`config.mk`:
```
export PLATFORM = sky130hd
export DESIGN_NAME = hazard_ctrl_flat
export DESIGN_NICKNAME = d
export VERILOG_FILES = /design/src/rtl/hazard_ctrl_if.sv /design/src/rtl/hazard_ctrl.sv /design/src/flat_wrapper.sv
export SDC_FILE = /design/constraint.sdc
export NUM_CORES = 1
export LEC_CHECK = 0
export ABC_AREA = 0
export BUFFER_PORTS_ARGS = -buffer_cell sky130_fd_sc_hd__buf_2
export CAP_MARGIN = 20
export CORE_MARGIN = 4
export CORE_UTILIZATION = 40
export DETAILED_ROUTE_END_ITERATION = 10
export HOLD_SLACK_MARGIN = 0.03
export MAX_ROUTING_LAYER = met4
export PLACE_DENSITY = 0.75
export SKIP_LAST_GASP = 1
export SLEW_MARGIN = 10
export SYNTH_ARGS = -nofsm -noshare
export SYNTH_HDL_FRONTEND = slang
export SYNTH_SLANG_ARGS = --single-unit
```
`constraint.sdc`:
```
create_clock -name CLK -period 3.53 [get_ports CLK]
set_input_delay 0.5295 -clock CLK [delete_from_list [all_inputs] [get_ports CLK]]
set_output_delay 0.5295 -clock CLK [all_outputs]
set_load 0.05 [all_outputs]
```
`src/rtl/hazard_ctrl_if.sv`:
```
// Hazard controller bundle: register-address/control inputs from D/E/M/W and stall/flush/forward outputs.
// The master drives the pipeline view; the slave (the controller) drives the control lines.
interface hazard_ctrl_if #(
  parameter int REG_ADDR_W = 5,
  parameter int LAT_W      = 3,
  parameter int CNT_W      = 16
);
  logic [REG_ADDR_W-1:0] RA1_D;
  logic [REG_ADDR_W-1:0] RA2_D;
  logic [REG_ADDR_W-1:0] RA1_E;
  logic [REG_ADDR_W-1:0] RA2_E;
  logic [REG_ADDR_W-1:0] WRITE_REG_E;
  logic [REG_ADDR_W-1:0] WRITE_REG_M;
  logic [REG_ADDR_W-1:0] WRITE_REG_W;
  logic                  REG_WRITE_E;
  logic                  REG_WRITE_M;
  logic                  REG_WRITE_W;
  logic                  MEM_TO_REG_E;
  logic                  BRANCH_TAKEN_E;
  logic                  MC_START_E;
  logic [LAT_W-1:0]      MC_LAT_E;

  logic                  STALL_F;
  logic                  STALL_D;
  logic                  STALL_E;
  logic                  FLUSH_D;
  logic                  FLUSH_E;
  logic                  FLUSH_M;
  logic [1:0]            FORWARD_A_E;
  logic [1:0]            FORWARD_B_E;
  logic                  BUSY;
  logic [CNT_W-1:0]      STALL_CNT;

  modport master (
    output RA1_D, RA2_D, RA1_E, RA2_E, WRITE_REG_E, WRITE_REG_M, WRITE_REG_W,
    output REG_WRITE_E, REG_WRITE_M, REG_WRITE_W, MEM_TO_REG_E, BRANCH_TAKEN_E,
    output MC_START_E, MC_LAT_E,
    input  STALL_F, STALL_D, STALL_E, FLUSH_D, FLUSH_E, FLUSH_M,
    input  FORWARD_A_E, FORWARD_B_E, BUSY, STALL_CNT
  );

  modport slave (
    input  RA1_D, RA2_D, RA1_E, RA2_E, WRITE_REG_E, WRITE_REG_M, WRITE_REG_W,
    input  REG_WRITE_E, REG_WRITE_M, REG_WRITE_W, MEM_TO_REG_E, BRANCH_TAKEN_E,
    input  MC_START_E, MC_LAT_E,
    output STALL_F, STALL_D, STALL_E, FLUSH_D, FLUSH_E, FLUSH_M,
    output FORWARD_A_E, FORWARD_B_E, BUSY, STALL_CNT
  );
endinterface

```
`src/rtl/hazard_ctrl.sv`:
```
// 5-stage pipeline hazard controller: forwarding, load-use stall, branch flush, multi-cycle E sequencing.
// Control outputs are combinational (0 cycles); a multi-cycle op of latency N holds F/D/E for N-1 cycles.
module hazard_ctrl #(
  parameter int REG_ADDR_W = 5,
  parameter int LAT_W      = 3,
  parameter int CNT_W      = 16
) (
  input  logic              CLK,
  input  logic              CLR,
  hazard_ctrl_if.slave      bus
);

  typedef enum logic [1:0] {
    RUN     = 2'd0,
    MC_WAIT = 2'd1,
    MC_LAST = 2'd2
  } state_t;

  state_t             r_state;
  state_t             w_state_nxt;
  logic [LAT_W-1:0]   r_cnt;
  logic [LAT_W-1:0]   w_cnt_nxt;
  logic [CNT_W-1:0]   r_stall_cnt;

  logic               w_lu;
  logic               w_mc_go;
  logic               w_stall_f;
  logic               w_stall_d;
  logic               w_stall_e;
  logic               w_flush_d;
  logic               w_flush_e;
  logic               w_flush_m;
  logic [1:0]         w_fwd_a;
  logic [1:0]         w_fwd_b;

  // M result is younger than W, so it wins when both target the same register.
  function automatic logic [1:0] fwd_sel(
    input logic [REG_ADDR_W-1:0] ra,
    input logic                  rw_m,
    input logic [REG_ADDR_W-1:0] wr_m,
    input logic                  rw_w,
    input logic [REG_ADDR_W-1:0] wr_w
  );
    logic [1:0] sel;
    sel = 2'b00;
    if (rw_m && (wr_m != '0) && (wr_m == ra)) begin
      sel = 2'b10;
    end else if (rw_w && (wr_w != '0) && (wr_w == ra)) begin
      sel = 2'b01;
    end
    return sel;
  endfunction

  assign w_lu = bus.MEM_TO_REG_E && bus.REG_WRITE_E && (bus.WRITE_REG_E != '0) &&
                ((bus.WRITE_REG_E == bus.RA1_D) || (bus.WRITE_REG_E == bus.RA2_D));

  // Latencies 0 and 1 complete in a single E cycle and need no sequencing.
  assign w_mc_go = bus.MC_START_E && (bus.MC_LAT_E >= LAT_W'(2));

  always_comb begin
    w_fwd_a = 2'b00;
    w_fwd_b = 2'b00;
    if (!CLR) begin
      w_fwd_a = fwd_sel(bus.RA1_E, bus.REG_WRITE_M, bus.WRITE_REG_M, bus.REG_WRITE_W, bus.WRITE_REG_W);
      w_fwd_b = fwd_sel(bus.RA2_E, bus.REG_WRITE_M, bus.WRITE_REG_M, bus.REG_WRITE_W, bus.WRITE_REG_W);
    end
  end

  always_comb begin
    w_state_nxt = r_state;
    w_cnt_nxt   = r_cnt;
    w_stall_f   = 1'b0;
    w_stall_d   = 1'b0;
    w_stall_e   = 1'b0;
    w_flush_d   = 1'b0;
    w_flush_e   = 1'b0;
    w_flush_m   = 1'b0;

    if (CLR) begin
      w_flush_d   = 1'b1;
      w_flush_e   = 1'b1;
      w_flush_m   = 1'b1;
      w_state_nxt = RUN;
      w_cnt_nxt   = '0;
    end else begin
      unique case (r_state)
        RUN: begin
          if (w_mc_go) begin
            w_stall_f = 1'b1;
            w_stall_d = 1'b1;
            w_stall_e = 1'b1;
            w_flush_m = 1'b1;
            if (bus.MC_LAT_E == LAT_W'(2)) begin
              w_state_nxt = MC_LAST;
            end else begin
              w_cnt_nxt   = bus.MC_LAT_E - LAT_W'(2);
              w_state_nxt = MC_WAIT;
            end
          end else if (bus.BRANCH_TAKEN_E) begin
            w_flush_d = 1'b1;
            w_flush_e = 1'b1;
          end else if (w_lu) begin
            w_stall_f = 1'b1;
            w_stall_d = 1'b1;
            w_flush_e = 1'b1;
          end
        end

        MC_WAIT: begin
          w_stall_f = 1'b1;
          w_stall_d = 1'b1;
          w_stall_e = 1'b1;
          w_flush_m = 1'b1;
          w_cnt_nxt = r_cnt - LAT_W'(1);
          if (r_cnt <= LAT_W'(1)) begin
            w_state_nxt = MC_LAST;
          end
        end

        MC_LAST: begin
          // The op is still presented on MC_START_E here; it must not restart.
          w_state_nxt = RUN;
          if (bus.BRANCH_TAKEN_E) begin
            w_flush_d = 1'b1;
            w_flush_e = 1'b1;
          end else if (w_lu) begin
            w_stall_f = 1'b1;
            w_stall_d = 1'b1;
            w_flush_e = 1'b1;
          end
        end

        default: begin
          w_state_nxt = RUN;
          w_cnt_nxt   = '0;
        end
      endcase
    end
  end

  always_ff @(posedge CLK) begin
    if (CLR) begin
      r_state <= RUN;
      r_cnt   <= '0;
    end else begin
      r_state <= w_state_nxt;
      r_cnt   <= w_cnt_nxt;
    end
  end

  always_ff @(posedge CLK) begin
    if (CLR) begin
      r_stall_cnt <= '0;
    end else if (w_stall_d && (r_stall_cnt != '1)) begin
      r_stall_cnt <= r_stall_cnt + CNT_W'(1);
    end
  end

  assign bus.STALL_F     = w_stall_f;
  assign bus.STALL_D     = w_stall_d;
  assign bus.STALL_E     = w_stall_e;
  assign bus.FLUSH_D     = w_flush_d;
  assign bus.FLUSH_E     = w_flush_e;
  assign bus.FLUSH_M     = w_flush_m;
  assign bus.FORWARD_A_E = w_fwd_a;
  assign bus.FORWARD_B_E = w_fwd_b;
  assign bus.BUSY        = (r_state != RUN);
  assign bus.STALL_CNT   = r_stall_cnt;

  a_stall_e_holds_d: assert property (@(posedge CLK) disable iff (CLR) w_stall_e |-> w_stall_d);
  a_wait_cnt_live:   assert property (@(posedge CLK) disable iff (CLR) (r_state == MC_WAIT) |-> (r_cnt != '0));

endmodule

```
`src/flat_wrapper.sv`:
```
// flat-port wrapper written by rule: the top's interface ports become plain ports
module hazard_ctrl_flat 
#(
  parameter int REG_ADDR_W = 5,
  parameter int LAT_W      = 3,
  parameter int CNT_W      = 16
)
  (CLK, CLR, bus_RA1_D, bus_RA2_D, bus_RA1_E, bus_RA2_E, bus_WRITE_REG_E, bus_WRITE_REG_M, bus_WRITE_REG_W, bus_REG_WRITE_E, bus_REG_WRITE_M, bus_REG_WRITE_W, bus_MEM_TO_REG_E, bus_BRANCH_TAKEN_E, bus_MC_START_E, bus_MC_LAT_E, bus_STALL_F, bus_STALL_D, bus_STALL_E, bus_FLUSH_D, bus_FLUSH_E, bus_FLUSH_M, bus_FORWARD_A_E, bus_FORWARD_B_E, bus_BUSY, bus_STALL_CNT);
  hazard_ctrl_if #(.REG_ADDR_W(REG_ADDR_W), .LAT_W(LAT_W), .CNT_W(CNT_W)) bus_i ();
  input  logic CLK;
  input  logic CLR;
  input wire logic [$bits(bus_i.RA1_D)-1:0] bus_RA1_D;
  input wire logic [$bits(bus_i.RA2_D)-1:0] bus_RA2_D;
  input wire logic [$bits(bus_i.RA1_E)-1:0] bus_RA1_E;
  input wire logic [$bits(bus_i.RA2_E)-1:0] bus_RA2_E;
  input wire logic [$bits(bus_i.WRITE_REG_E)-1:0] bus_WRITE_REG_E;
  input wire logic [$bits(bus_i.WRITE_REG_M)-1:0] bus_WRITE_REG_M;
  input wire logic [$bits(bus_i.WRITE_REG_W)-1:0] bus_WRITE_REG_W;
  input wire logic [$bits(bus_i.REG_WRITE_E)-1:0] bus_REG_WRITE_E;
  input wire logic [$bits(bus_i.REG_WRITE_M)-1:0] bus_REG_WRITE_M;
  input wire logic [$bits(bus_i.REG_WRITE_W)-1:0] bus_REG_WRITE_W;
  input wire logic [$bits(bus_i.MEM_TO_REG_E)-1:0] bus_MEM_TO_REG_E;
  input wire logic [$bits(bus_i.BRANCH_TAKEN_E)-1:0] bus_BRANCH_TAKEN_E;
  input wire logic [$bits(bus_i.MC_START_E)-1:0] bus_MC_START_E;
  input wire logic [$bits(bus_i.MC_LAT_E)-1:0] bus_MC_LAT_E;
  output wire logic [$bits(bus_i.STALL_F)-1:0] bus_STALL_F;
  output wire logic [$bits(bus_i.STALL_D)-1:0] bus_STALL_D;
  output wire logic [$bits(bus_i.STALL_E)-1:0] bus_STALL_E;
  output wire logic [$bits(bus_i.FLUSH_D)-1:0] bus_FLUSH_D;
  output wire logic [$bits(bus_i.FLUSH_E)-1:0] bus_FLUSH_E;
  output wire logic [$bits(bus_i.FLUSH_M)-1:0] bus_FLUSH_M;
  output wire logic [$bits(bus_i.FORWARD_A_E)-1:0] bus_FORWARD_A_E;
  output wire logic [$bits(bus_i.FORWARD_B_E)-1:0] bus_FORWARD_B_E;
  output wire logic [$bits(bus_i.BUSY)-1:0] bus_BUSY;
  output wire logic [$bits(bus_i.STALL_CNT)-1:0] bus_STALL_CNT;
  assign bus_i.RA1_D = bus_RA1_D;
  assign bus_i.RA2_D = bus_RA2_D;
  assign bus_i.RA1_E = bus_RA1_E;
  assign bus_i.RA2_E = bus_RA2_E;
  assign bus_i.WRITE_REG_E = bus_WRITE_REG_E;
  assign bus_i.WRITE_REG_M = bus_WRITE_REG_M;
  assign bus_i.WRITE_REG_W = bus_WRITE_REG_W;
  assign bus_i.REG_WRITE_E = bus_REG_WRITE_E;
  assign bus_i.REG_WRITE_M = bus_REG_WRITE_M;
  assign bus_i.REG_WRITE_W = bus_REG_WRITE_W;
  assign bus_i.MEM_TO_REG_E = bus_MEM_TO_REG_E;
  assign bus_i.BRANCH_TAKEN_E = bus_BRANCH_TAKEN_E;
  assign bus_i.MC_START_E = bus_MC_START_E;
  assign bus_i.MC_LAT_E = bus_MC_LAT_E;
  assign bus_STALL_F = bus_i.STALL_F;
  assign bus_STALL_D = bus_i.STALL_D;
  assign bus_STALL_E = bus_i.STALL_E;
  assign bus_FLUSH_D = bus_i.FLUSH_D;
  assign bus_FLUSH_E = bus_i.FLUSH_E;
  assign bus_FLUSH_M = bus_i.FLUSH_M;
  assign bus_FORWARD_A_E = bus_i.FORWARD_A_E;
  assign bus_FORWARD_B_E = bus_i.FORWARD_B_E;
  assign bus_BUSY = bus_i.BUSY;
  assign bus_STALL_CNT = bus_i.STALL_CNT;
  hazard_ctrl #(.REG_ADDR_W(REG_ADDR_W), .LAT_W(LAT_W), .CNT_W(CNT_W)) u_core (.CLK(CLK), .CLR(CLR), .bus(bus_i));
endmodule
```
After elaboration in Yosys (flattened, before gate mapping)

Index checks and enable logic that the tools add are counted.

Logic and storage cells: 71
Bits in registers: 21
Output and inout bits: 27
Bits in latches: 0
Bits in writable memories: 0
Input bits: 46
Bits in read-only memories: 0
Memories kept: 0

$mul: 0
Mux-type cells: 30
Order comparisons: 2
Reduce and logical (&&, ||, !) cells: 19
Add/subtract/negate cells: 3
Bitwise logic cells: 1
Shift operators: 0
Divide/modulo/power cells: 0
Eq/ne operators: 13

Operators with widths:

| kind                                                                              | number |
|---|---|
| 5-bit == test                                                                     | 6 |
| 16-bit by 1-bit adder with 16-bit output (second input constant)                  | 1 |
| 16-bit != test (second input constant)                                            | 1 |
| 1-bit two-way mux                                                                 | 15 |
| 5-bit nonzero test                                                                | 3 |
| 2-bit two-way mux                                                                 | 7 |
| 1-bit logical AND                                                                 | 11 |
| 3-bit case mux with 3 select lines                                                | 1 |
| 3-bit two-way mux                                                                 | 2 |
| 1-bit case mux with 2 select lines                                                | 3 |
| 2-bit by 1-bit != test with 1-bit output (second input constant)                  | 2 |
| 2-bit case mux with 2 select lines                                                | 1 |
| 3-bit by 2-bit == test with 1-bit output (second input constant)                  | 1 |
| 3-bit by 2-bit >= comparator with 1-bit output (second input constant)            | 1 |
| 3-bit by 1-bit less-or-equal comparator with 1-bit output (second input constant) | 1 |
| 1-bit case mux with 3 select lines                                                | 1 |
| 3-bit AND reduction                                                               | 1 |
| 3-bit by 1-bit subtractor with 3-bit output (second input constant)               | 1 |
| 3-bit by 2-bit subtractor with 3-bit output (second input constant)               | 1 |
| 2-bit by 1-bit == test with 1-bit output (second input constant)                  | 1 |
| 2-bit == test (second input constant)                                             | 1 |
| 2-bit zero test                                                                   | 1 |
| 2-bit != test (second input constant)                                             | 1 |
| 2-bit AND reduction                                                               | 1 |
| 3 further kinds                                                                   | 3 |

Depth between registers and ports, before layout

Depth after elaboration: 9
Depth in mapped cells: 9
Mapped depth without buffers: 8

Worst setup path before layout

OpenSTA, ideal clock, no wires.

Path kind: input to output
From: input bus_WRITE_REG_M[0]
To: output bus_FORWARD_A_E[0]
Stages on the path: 4
Data arrival time: 2.999 ns
Required time: 3.000 ns
Path slack: 0.001 ns
Path buffers: 0
Cell sequence: or4_1 > o21ai_0 > nor3_1 > nor4_1

Cells in the longest elaborated chain, start to end: 5
Elaborated cells on any way between the ends: 6
Classes of those cells: eq/ne: 1; mux: 2; reduce/logical: 3

Ends and longest elaborated chain:

| item                | line               | text |
|---|---|---|
| start, declared     | flat_wrapper.sv:17 | `input wire logic [$bits(bus_i.WRITE_REG_M)-1:0] bus_WRITE_REG_M;` |
| 5-bit nonzero test  | hazard_ctrl.sv:46  | `if (rw_m && (wr_m != '0) && (wr_m == ra)) begin` |
| 1-bit logical AND   | hazard_ctrl.sv:46  |  |
| 1-bit logical AND * | hazard_ctrl.sv:46  |  |
| 2-bit two-way mux * | hazard_ctrl.sv:46  |  |
| 2-bit two-way mux * | hazard_ctrl.sv:63  | `if (!CLR) begin` |
| end, declared       | flat_wrapper.sv:32 | `output wire logic [$bits(bus_i.FORWARD_A_E)-1:0] bus_FORWARD_A_E;` |

Every way passes the cells marked *; elsewhere a longest branch is shown, timed or not.

Worst setup path in the final report

From: input bus_WRITE_REG_M[0]
To: output bus_FORWARD_B_E[0]

Cells in the longest elaborated chain, start to end: 5
Elaborated cells on any way between the ends: 6
Classes of those cells: eq/ne: 1; mux: 2; reduce/logical: 3

Ends and longest elaborated chain:

| item                | line               | text |
|---|---|---|
| 5-bit nonzero test  | hazard_ctrl.sv:46  |  |
| 1-bit logical AND   | hazard_ctrl.sv:46  |  |
| 1-bit logical AND * | hazard_ctrl.sv:46  |  |
| 2-bit two-way mux * | hazard_ctrl.sv:46  |  |
| 2-bit two-way mux * | hazard_ctrl.sv:63  |  |
| end, declared       | flat_wrapper.sv:33 | `output wire logic [$bits(bus_i.FORWARD_B_E)-1:0] bus_FORWARD_B_E;` |

Marked as above.

==> impl_results.md <==
- Final worst path period share: 78.4%
- Setup Skew: 0.00204 ns
- Final #Nets: 332
- Hold Violations, Final: 0
- CTS tree: built
- Cells after Synth: 211
- Reg clk slew, reported paths: 0.08 ns
- Layout cell share with drive strength beyond 1: 29.9%
- RSZ-0062 raised after global routing: no
- DP HPWL: 3.18 mm
- Starting density of the core: 42.3%
- Cell Area, Synth: 0.00160 mm²
- Count of input and output buffers: 72
- Clk sink count: 21
- Final WL: 3.94 mm
- N_diodes: 0
- Post-layout util: 53.8%
- Slew headroom: 65.4%
- Seq/Total Area, Yosys: 26.3%
- Clock buffer depth: 2
- First-pass GRT wire length: 6.51 mm
- Gr usage total: 16.0%
- Resize count post-CTS: 0
- Pwr/cell area: 289 mW/mm²
- Cts hold-fix bufs: 0
- Static leakage: 0.844 nW
- Post-route DRC: 0
- Area grow syn2layout: 27.2%
- 1st-pass router iterations: 4
- Finished Layout Cells: 329
- Clock Tree Root: clkbuf_8
- Crit path DAT: 2.24 ns
- CP Capture Type: output pin
- Final Max Slew Viols: 0
- Area contributors post-synth: dfxtp_1 26%, xnor2_1 11%, a21oi_1 7.5%
- Max IR drop VDD: 137 µV
- Placed cell count: 324
- Post-DR vias/cell: 5.26
- Hold_ws: 0.491 ns
- H-tree levels: 1
- DR iter-0 viols: 58
- Worst skew pair latency: 0.26 ns
- Kind of critical path: input port to output pin
- HP Class: register to register
- Die width: 71.2 µm
- Syn_nets: 261
- Netlist cell types: 38
- Die ar.: 0.00507 mm²
- Setup Fix Bufs, Post-CTS: 0
- Antenna Violating Nets Remaining: 0
- CTS buffer count: 3
- Max-cap viol count: 0
- WL/cell: 12.0 µm
- Yosys top cell area share: 26.3%
- Number of synthesized flops with an enable pin: 0
- I/O pins: 73
- Via count of the first global-routing pass: 1,591
- Largest net degree at the start of global routing: 28
- Ys Warns: 0
- Dominant cell type by area after synthesis: dfxtp_1
- Routability Congestion: 0.851
- Synthesized area per cell: 7.57 µm²
- Critical Path RT: 3.00 ns
- Worst slew pin tran: 0.520 ns
- Outcome: completed
- Die H: 71.2 µm
- Total core area: 0.00377 mm²
- Worst setup SP type: input port
- Main synth FF type: dfxtp_1
- Final setup violation count: 0
- Synth async-reset ratio: 0%
- Fmax: 361 MHz
- Crit-path max FO: 4
- Initial antenna violation count: 0
- Seq cells post-synth: 21
- Sum of negative setup slack: 0 ns
- DR vias: 1,729
- Global route total overflow: 0
- Final min period: 2.77 ns
- Site row count: 22
## final timing paths
check                                   startpoint                      end  slack, ns  cells past startpoint
worst min register to register     u_core.r_cnt[1]          u_core.r_cnt[1]       0.49                      2
worst min-delay path               u_core.r_cnt[1]          u_core.r_cnt[1]       0.49                      2
worst max-delay path            bus_WRITE_REG_M[0]       bus_FORWARD_B_E[0]       0.76                      6
worst max register to register   u_core.r_state[0]  u_core.bus.STALL_CNT[6]       1.23                      7
## worst max-delay path, stage by stage
cell     delay, ns
buf_2         0.12
or4_1         0.52
o21ai_0       0.35
nor3_1        0.11
nor4_1        0.29
buf_2         0.31
## flip-flops by register name (all words and copies together) (netlist names)
signal,count
u_core.r_state,2
u_core.r_cnt,3
u_core.bus.STALL_CNT,16
## cell families (layout without fill, tap and decap cells)
kind of cell	Yosys count	count (layout)	share of synthesized area, %
buffers and inverters	16	86	4.62
muxes	2	2	1.25
AOI/OAI and AO/OA	52	52	19.3
and+or+nand+nor	85	85	28.4
xor gates and xnor gates	31	31	17.0
adders and majority gates	4	4	3.13
DFF	21	21	26.3
## area by class of cell
class / instances / area (µm²)
Fill cell: 376 / 1740
Multi-Input combinational cell: 174 / 1100
Sequential cell: 21 / 420
Timing Repair Buffer: 73 / 368
Tap cell: 48 / 60.1
Clock buffer: 3 / 41.3
Inverter: 9 / 33.8
Clock inverter: 1 / 5.00
## Yosys cell counts, types with 2 or more instances
| master | instances |
|---|---|
| a21oi_1 | 24 |
| dfxtp_1 | 21 |
| xnor2_1 | 20 |
| nand2_1 | 17 |
| nor2_1 | 16 |
| o21ai_0 | 13 |
| or3_1 | 13 |
| xor2_1 | 11 |
| inv_1 | 8 |
| or4_1 | 8 |
| nand3_1 | 7 |
| nor4_1 | 6 |
| nand4_1 | 5 |
| nor3_1 | 5 |
| ha_1 | 4 |
| o31ai_1 | 4 |
| clkbuf_1 | 3 |
| and2_1 | 2 |
| buf_2 | 2 |
| mux2i_1 | 2 |
| nand2b_1 | 2 |
| o22ai_1 | 2 |
## cell usage in the layout, fill, tap and decap left out, drive strengths merged
cell / instances
ha: 4
o22ai: 2
o21bai: 1
and4: 1
nor4: 6
a2111oi: 1
a31o: 1
xnor2: 20
nor2: 16
o31ai: 4
o21ai: 13
a211oi: 1
a21o: 1
or4: 8
buf: 73
inv: 9
nand2b: 2
o21a: 1
or3: 13
a21oi: 25
or2: 1
xor2: 11
nand3: 7
dfxtp: 21
and2: 2
nand2: 17
nor2b: 1
clkinv: 1
nor3b: 1
mux2i: 2
clkbuf: 3
nor3: 5
nand4: 5
o21ba: 1
a211o: 1
## routing by layer
metal | GRT usage [%] | part of all wire (%) | vias up
li1 | - | - | 896
met1 | 18.5 | 45 | 759
met2 | 26.9 | 46 | 68
met3 | 2.56 | 7.9 | 6
met4 | 7.10 | 1.5 | 0
met5 | - | 0 | -
## report_power, final
group | leakage (nW) | internal (mW) | switching (mW)
registers | 0.170 | 0.244 | 0.00742
logic | 0.649 | 0.0700 | 0.106
clock network | 0.0255 | 0.0787 | 0.0815
## stage by stage
stage	area, µm²	setup WS [ns]	total power [mW]
CTS	2020	0.760	0.595
finish	2030	0.761	0.587
global placement	1980	0.796	0.430
detailed placement	1980	0.767	0.433
global route	2030	0.590	0.628
floorplan	1600	0.00118	0.376
(Power assumes the default switching activity.)
